File: src/rtl/register_bank_mp.sv
// Multi-ported register bank with per-register busy (reservation) bits and a busy counter.
// Optional macro REGBANK_BYPASS_EN forwards same-cycle write data to the read ports.
module register_bank_mp #(
    parameter int DATA_W   = 32,
    parameter int ADDR_W   = 5,
    parameter int ZERO_REG = 1
) (
    input  logic              clk,
    input  logic              rst,
    input  logic              we,
    input  logic [ADDR_W-1:0] waddr,
    input  logic [DATA_W-1:0] wdata,
    input  logic [ADDR_W-1:0] raddr_a,
    output logic [DATA_W-1:0] rdata_a,
    input  logic [ADDR_W-1:0] raddr_b,
    input  logic              rb_en,
    output logic [DATA_W-1:0] rdata_b,
    input  logic              rsv,
    input  logic [ADDR_W-1:0] rsv_addr,
    output logic              busy_a,
    output logic              busy_b,
    output logic [ADDR_W:0]   busy_cnt
);
    localparam int unsigned DEPTH = 2 ** ADDR_W;

    logic [DATA_W-1:0] r_mem [DEPTH];
    logic [DEPTH-1:0]  r_busy;
    logic [ADDR_W:0]   r_busy_cnt;

    logic [DEPTH-1:0]  w_busy_nxt;
    logic              w_wr;
    logic              w_rs;
    logic              w_inc;
    logic              w_dec;
    logic [DATA_W-1:0] w_mem_a;
    logic [DATA_W-1:0] w_mem_b;

    // Address 0 is not writable/reservable when hardwired; reset suppresses both.
    assign w_wr = rst && we  && !((ZERO_REG != 0) && (waddr == '0));
    assign w_rs = rst && rsv && !((ZERO_REG != 0) && (rsv_addr == '0));

    // Counter moves with the population: a new reservation adds one, a write that
    // retires a reservation removes one unless the same edge re-reserves it.
    assign w_inc = w_rs && !r_busy[rsv_addr];
    assign w_dec = w_wr && r_busy[waddr] && !(w_rs && (rsv_addr == waddr));

    always_comb begin
        w_busy_nxt = r_busy;
        if (w_wr) w_busy_nxt[waddr] = 1'b0;
        if (w_rs) w_busy_nxt[rsv_addr] = 1'b1;
    end

    always_ff @(posedge clk) begin
        if (!rst) begin
            r_mem      <= '{default: '0};
            r_busy     <= '0;
            r_busy_cnt <= '0;
        end else begin
            if (w_wr) r_mem[waddr] <= wdata;
            r_busy     <= w_busy_nxt;
            r_busy_cnt <= r_busy_cnt + (ADDR_W + 1)'(w_inc) - (ADDR_W + 1)'(w_dec);
        end
    end

    assign w_mem_a = ((ZERO_REG != 0) && (raddr_a == '0)) ? '0 : r_mem[raddr_a];
    assign w_mem_b = ((ZERO_REG != 0) && (raddr_b == '0)) ? '0 : r_mem[raddr_b];

    always_comb begin
        rdata_a = w_mem_a;
        busy_a  = r_busy[raddr_a];
        rdata_b = '0;
        busy_b  = 1'b0;
        if (rb_en) begin
            rdata_b = w_mem_b;
            busy_b  = r_busy[raddr_b];
        end
`ifdef REGBANK_BYPASS_EN
        // Forwarded reads see the post-edge busy state: cleared, unless re-reserved.
        if (w_wr && (waddr == raddr_a)) begin
            rdata_a = wdata;
            busy_a  = w_rs && (rsv_addr == raddr_a);
        end
        if (rb_en && w_wr && (waddr == raddr_b)) begin
            rdata_b = wdata;
            busy_b  = w_rs && (rsv_addr == raddr_b);
        end
`endif
    end

    assign busy_cnt = r_busy_cnt;

endmodule

File: config.mk
export PLATFORM = sky130hd
export DESIGN_NAME = register_bank_mp
export DESIGN_NICKNAME = d
export VERILOG_FILES = /design/src/rtl/register_bank_mp.sv
export SDC_FILE = /design/constraint.sdc
export NUM_CORES = 2
export LEC_CHECK = 0
export CAP_MARGIN = 15
export CORE_MARGIN = 4
export CORE_UTILIZATION = 40
export CTS_BUF_LIST = sky130_fd_sc_hd__clkbuf_4
export DETAILED_ROUTE_END_ITERATION = 6
export HOLD_SLACK_MARGIN = 0.05
export SYNTH_ARGS = -nofsm -noshare
export SYNTH_HDL_FRONTEND = slang
export SYNTH_SLANG_ARGS = --single-unit
File: constraint.sdc
create_clock -name clk -period 11.9 [get_ports clk]
set_input_delay 2.975 -clock clk [delete_from_list [all_inputs] [get_ports clk]]
set_output_delay 2.975 -clock clk [all_outputs]
set_load 0.01 [all_outputs]
==> results.json <==
{
  "yosysUniqueCellTypes": 61,
  "mostFrequentLayoutCell": "sky130_fd_sc_hd__nand2_1",
  "finalCritPeriodShare_pct": 80.38,
  "grt_pass1_wl_um": 314300,
  "initial_util_pct": 40.42,
  "fill_cell_total_of_the_finished_layout": 13360,
  "clockBufferDepth": 4,
  "setup_viol": 0,
  "synth_warnings": 0,
  "power.density_nw_per_um2": 120.2,
  "critical_path.reg2reg.startpoint": "r_busy[21]",
  "clock_skew_ns": 0.02388,
  "worstSetupPathType": "input port to output pin",
  "maxCapViolations": 0,
  "grt_pass1_vias": 46080,
  "synth.cell_area_um2": 56610,
  "layout.cells.most_common_list": "sky130_fd_sc_hd__nand2_1, sky130_fd_sc_hd__dfxtp_1, sky130_fd_sc_hd__a21boi_1, sky130_fd_sc_hd__mux4_2, sky130_fd_sc_hd__clkbuf_4",
  "drt-pass1-iter-count": 7,
  "clock-sinks": 1062,
  "grt_max_degree": 220,
  "groute.layer.met2.usage_pct": 44.50,
  "timing.hold.worst_endpoint": "r_mem[824]",
  "worst-endpoint-required_ns": 8.93,
  "start_kind": "input port",
  "hold_class": "flip-flop to flip-flop",
  "gpl.final_weighted_congestion": 0.8570,
  "routedWlPerCell_um": 27.58,
  "slew_hr_pct": 20.17,
  "violations_in_the_final_reports": "design-rule violations",
  "power.leakage_nw": 20.42,
  "multi_input_area_um2": 32950,
  "finalCriticalPeriod_ns": 9.565,
  "routed_via_density": 6.098,
  "totalWireLength_um": 216900,
  "dieWidth_um": 384.2,
  "timing.hold.worst.start": "r_mem[824]",
  "ff_latch_area_um2": 21260,
  "worst-r2r-cell-count": 12,
  "die-height_um": 384.2,
  "seq_area_frac_synth_pct": 37.55,
  "met3_capacity_usage_during_global_routing_pct": 7.430,
  "worst_slew_pin_slew_ns": 1.194,
  "synthesis.nets": 5894,
  "layout-area-overhead-vs-synth_pct": 10.56,
  "data_arrival_at_the_endpoint_of_the_critical_path_ns": 6.59,
  "worst_setup_hold_path_clk_slew_ns": 0.05,
  "htreeDepth": 5,
  "holdBufCountCts": 0,
  "post_cts_resize_count": 0,
  "drc": 8,
  "dp_slack_ns": 2.490,
  "setup_tns_ns": 0,
  "rrSetupSlack_ns": 8.42,
  "fmax_ghz": 0.1045,
  "endpoint_kind": "output pin",
  "nNetsFinal": 5856,
  "cts_tree": "done",
  "final-max-slew-violation-count": 0,
  "postRouteAntennaNets": 0,
  "grt.total_usage_pct": 28.75,
  "buffers_inserted_during_post_cts_setup_optimization": 0,
  "ios": 129,
  "master_cell_of_the_clock_root_buffer": "sky130_fd_sc_hd__clkbuf_4",
  "floorplan.die_area_um2": 147600,
  "io_buffer_count": 128,
  "synth_cells": 5830,
  "synth-edff-count": 0,
  "route.vias.total": 47950,
  "globalRouteMet1Util_pct": 38.19,
  "synth_async_sr_flop_share_pct": 0,
  "rsz_0062_raised_after_global_routing": "no",
  "fp-row-count": 137,
  "grt_overflow_total": 0,
  "tritoncts.num_buffers": 300,
  "path_max_fanout": 22,
  "hpwlAfterDp_um": 121200,
  "post_synth.cell_area_avg_um2": 9.711,
  "antenna_found_initial": 8,
  "holdPathStages": 2,
  "terminus_of_the_critical_flop_to_flop_path": "busy_cnt[4]",
  "detail_route.iter0.violations": 6094,
  "post_route_cells_drive_above_1_share_pct": 21.04,
  "coreArea_um2": 140000,
  "maximum_vdd_drop_uv": 80.30,
  "final-hold-violation-count": 0,
  "outcome": "finished with violations",
  "worst_skew_pair.late_latency_ns": 1.25,
  "number_of_flip_flops_and_latches_in_the_synthesized_netlist": 1062,
  "gr-max-usage-layer": "met2",
  "ys_dominant_reg_cell": "sky130_fd_sc_hd__dfxtp_1",
  "setup_ws_ns": 2.335
}
-- power by group --
group	internal (mW)	total, mW	leakage (nW)	switching [mW]
Combinational	0.264	0.677	9.75	0.414
Sequential	3.57	3.59	8.56	0.0163
Clock	1.67	3.25	2.12	1.58
Total	5.51	7.52	20.4	2.01
-- Yosys cell counts, drive strengths merged, types with 3 or more instances --
master     n  area (um2)
dfxtp   1062       21260
clkinv    32       120.1
a21o       3       22.52
or3        4       25.02
xor2       8       70.07
nor2b     37       231.5
ha         6       75.07
and3b      3       26.28
a22oi     29       217.7
nand3      7       35.03
nand2   2023        7596
and4b      3       30.03
o22a      33       289.0
mux4     575       12970
and3       3       18.77
a21boi   992        7447
clkbuf   435        1633
a221oi    33       426.7
inv        7       26.28
nor3       5       25.02
and2      40       250.2
a21oi      3       15.01
nor2      41       153.9
nand2b     5       31.28
nor3b      5       37.54
nand3b     5       37.54
buf      166       998.5
mux2i    168        1682
o221ai    66       578.1
or3b       4       35.04
-- sequential cells by signal, indices dropped and copies added (netlist names) --
name and count:
busy_cnt 6, r_mem 1024, r_busy 32
-- metrics by stage --
stage          total power, mW  std cells  hold slack [ns]  utilization, %  cell area, um2
3_3_place_gp             4.332       7365           0.4470           42.17           59060
6_report                 7.521       7863           0.4623           44.69           62590
3_5_place_dp             4.336       7365           0.4549           42.17           59060
2_1_floorplan            4.113       5830           0.4402               -           56610
5_1_grt                  7.792       7858           0.4793           44.68           62580
4_1_cts                  7.558       7854           0.4639           44.66           62540
-- worst max path at each step --
| stage | slack, ns | cells after the start | from | endpoint |
|---|---|---|---|---|
| after floorplan | 4.37 | 7 | raddr_b[0] | rdata_b[11] |
| after global placement | 2.48 | 7 | raddr_a[0] | rdata_a[1] |
| after detailed placement | 2.49 | 6 | rb_en | rdata_b[3] |
| after CTS | 2.48 | 6 | rb_en | rdata_b[3] |
| after global routing | 2.35 | 7 | raddr_b[0] | rdata_b[6] |
| final | 2.33 | 6 | rb_en | rdata_b[3] |
-- logic make-up after synthesis --
group	share of synthesized area (%)
xor gates and xnor gates	0.1392
DFF	37.55
buffers and inverters	4.906
AOI/OAI and AO/OA	16.07
adders and majority gates	0.1680
and+or+nand+nor	15.27
muxes	25.89
-- area by class of cell --
type	instances	share of cell area, %
Multi-Input combinational cell	4128	52.64
Sequential cell	1062	33.97
Clock buffer	438	5.253
Timing Repair Buffer	261	3.810
Tap cell	1876	3.750
Clock inverter	51	0.3138
Inverter	39	0.2339
Antenna cell	8	0.03198
-- per-layer routing --
| metal | part of all wire, % | wire length [um] | up-vias |
|---|---|---|---|
| li1 | - | - | 20600 |
| met1 | 39 | 85520 | 24000 |
| met2 | 45 | 97580 | 2797 |
| met3 | 11 | 24550 | 556 |
| met4 | 4.3 | 9219 | 4 |
| met5 | 0.012 | 27 | - |
-- critical path, cell delays in order --
cell                              delay (ns)
sky130_fd_sc_hd__clkdlybuf4s50_1        0.70
sky130_fd_sc_hd__nand3b_1               0.92
sky130_fd_sc_hd__buf_4                  0.64
sky130_fd_sc_hd__o22a_1                 0.37
sky130_fd_sc_hd__o221ai_1               0.29
sky130_fd_sc_hd__clkdlybuf4s50_1        0.68
(Power assumes the default switching activity.)
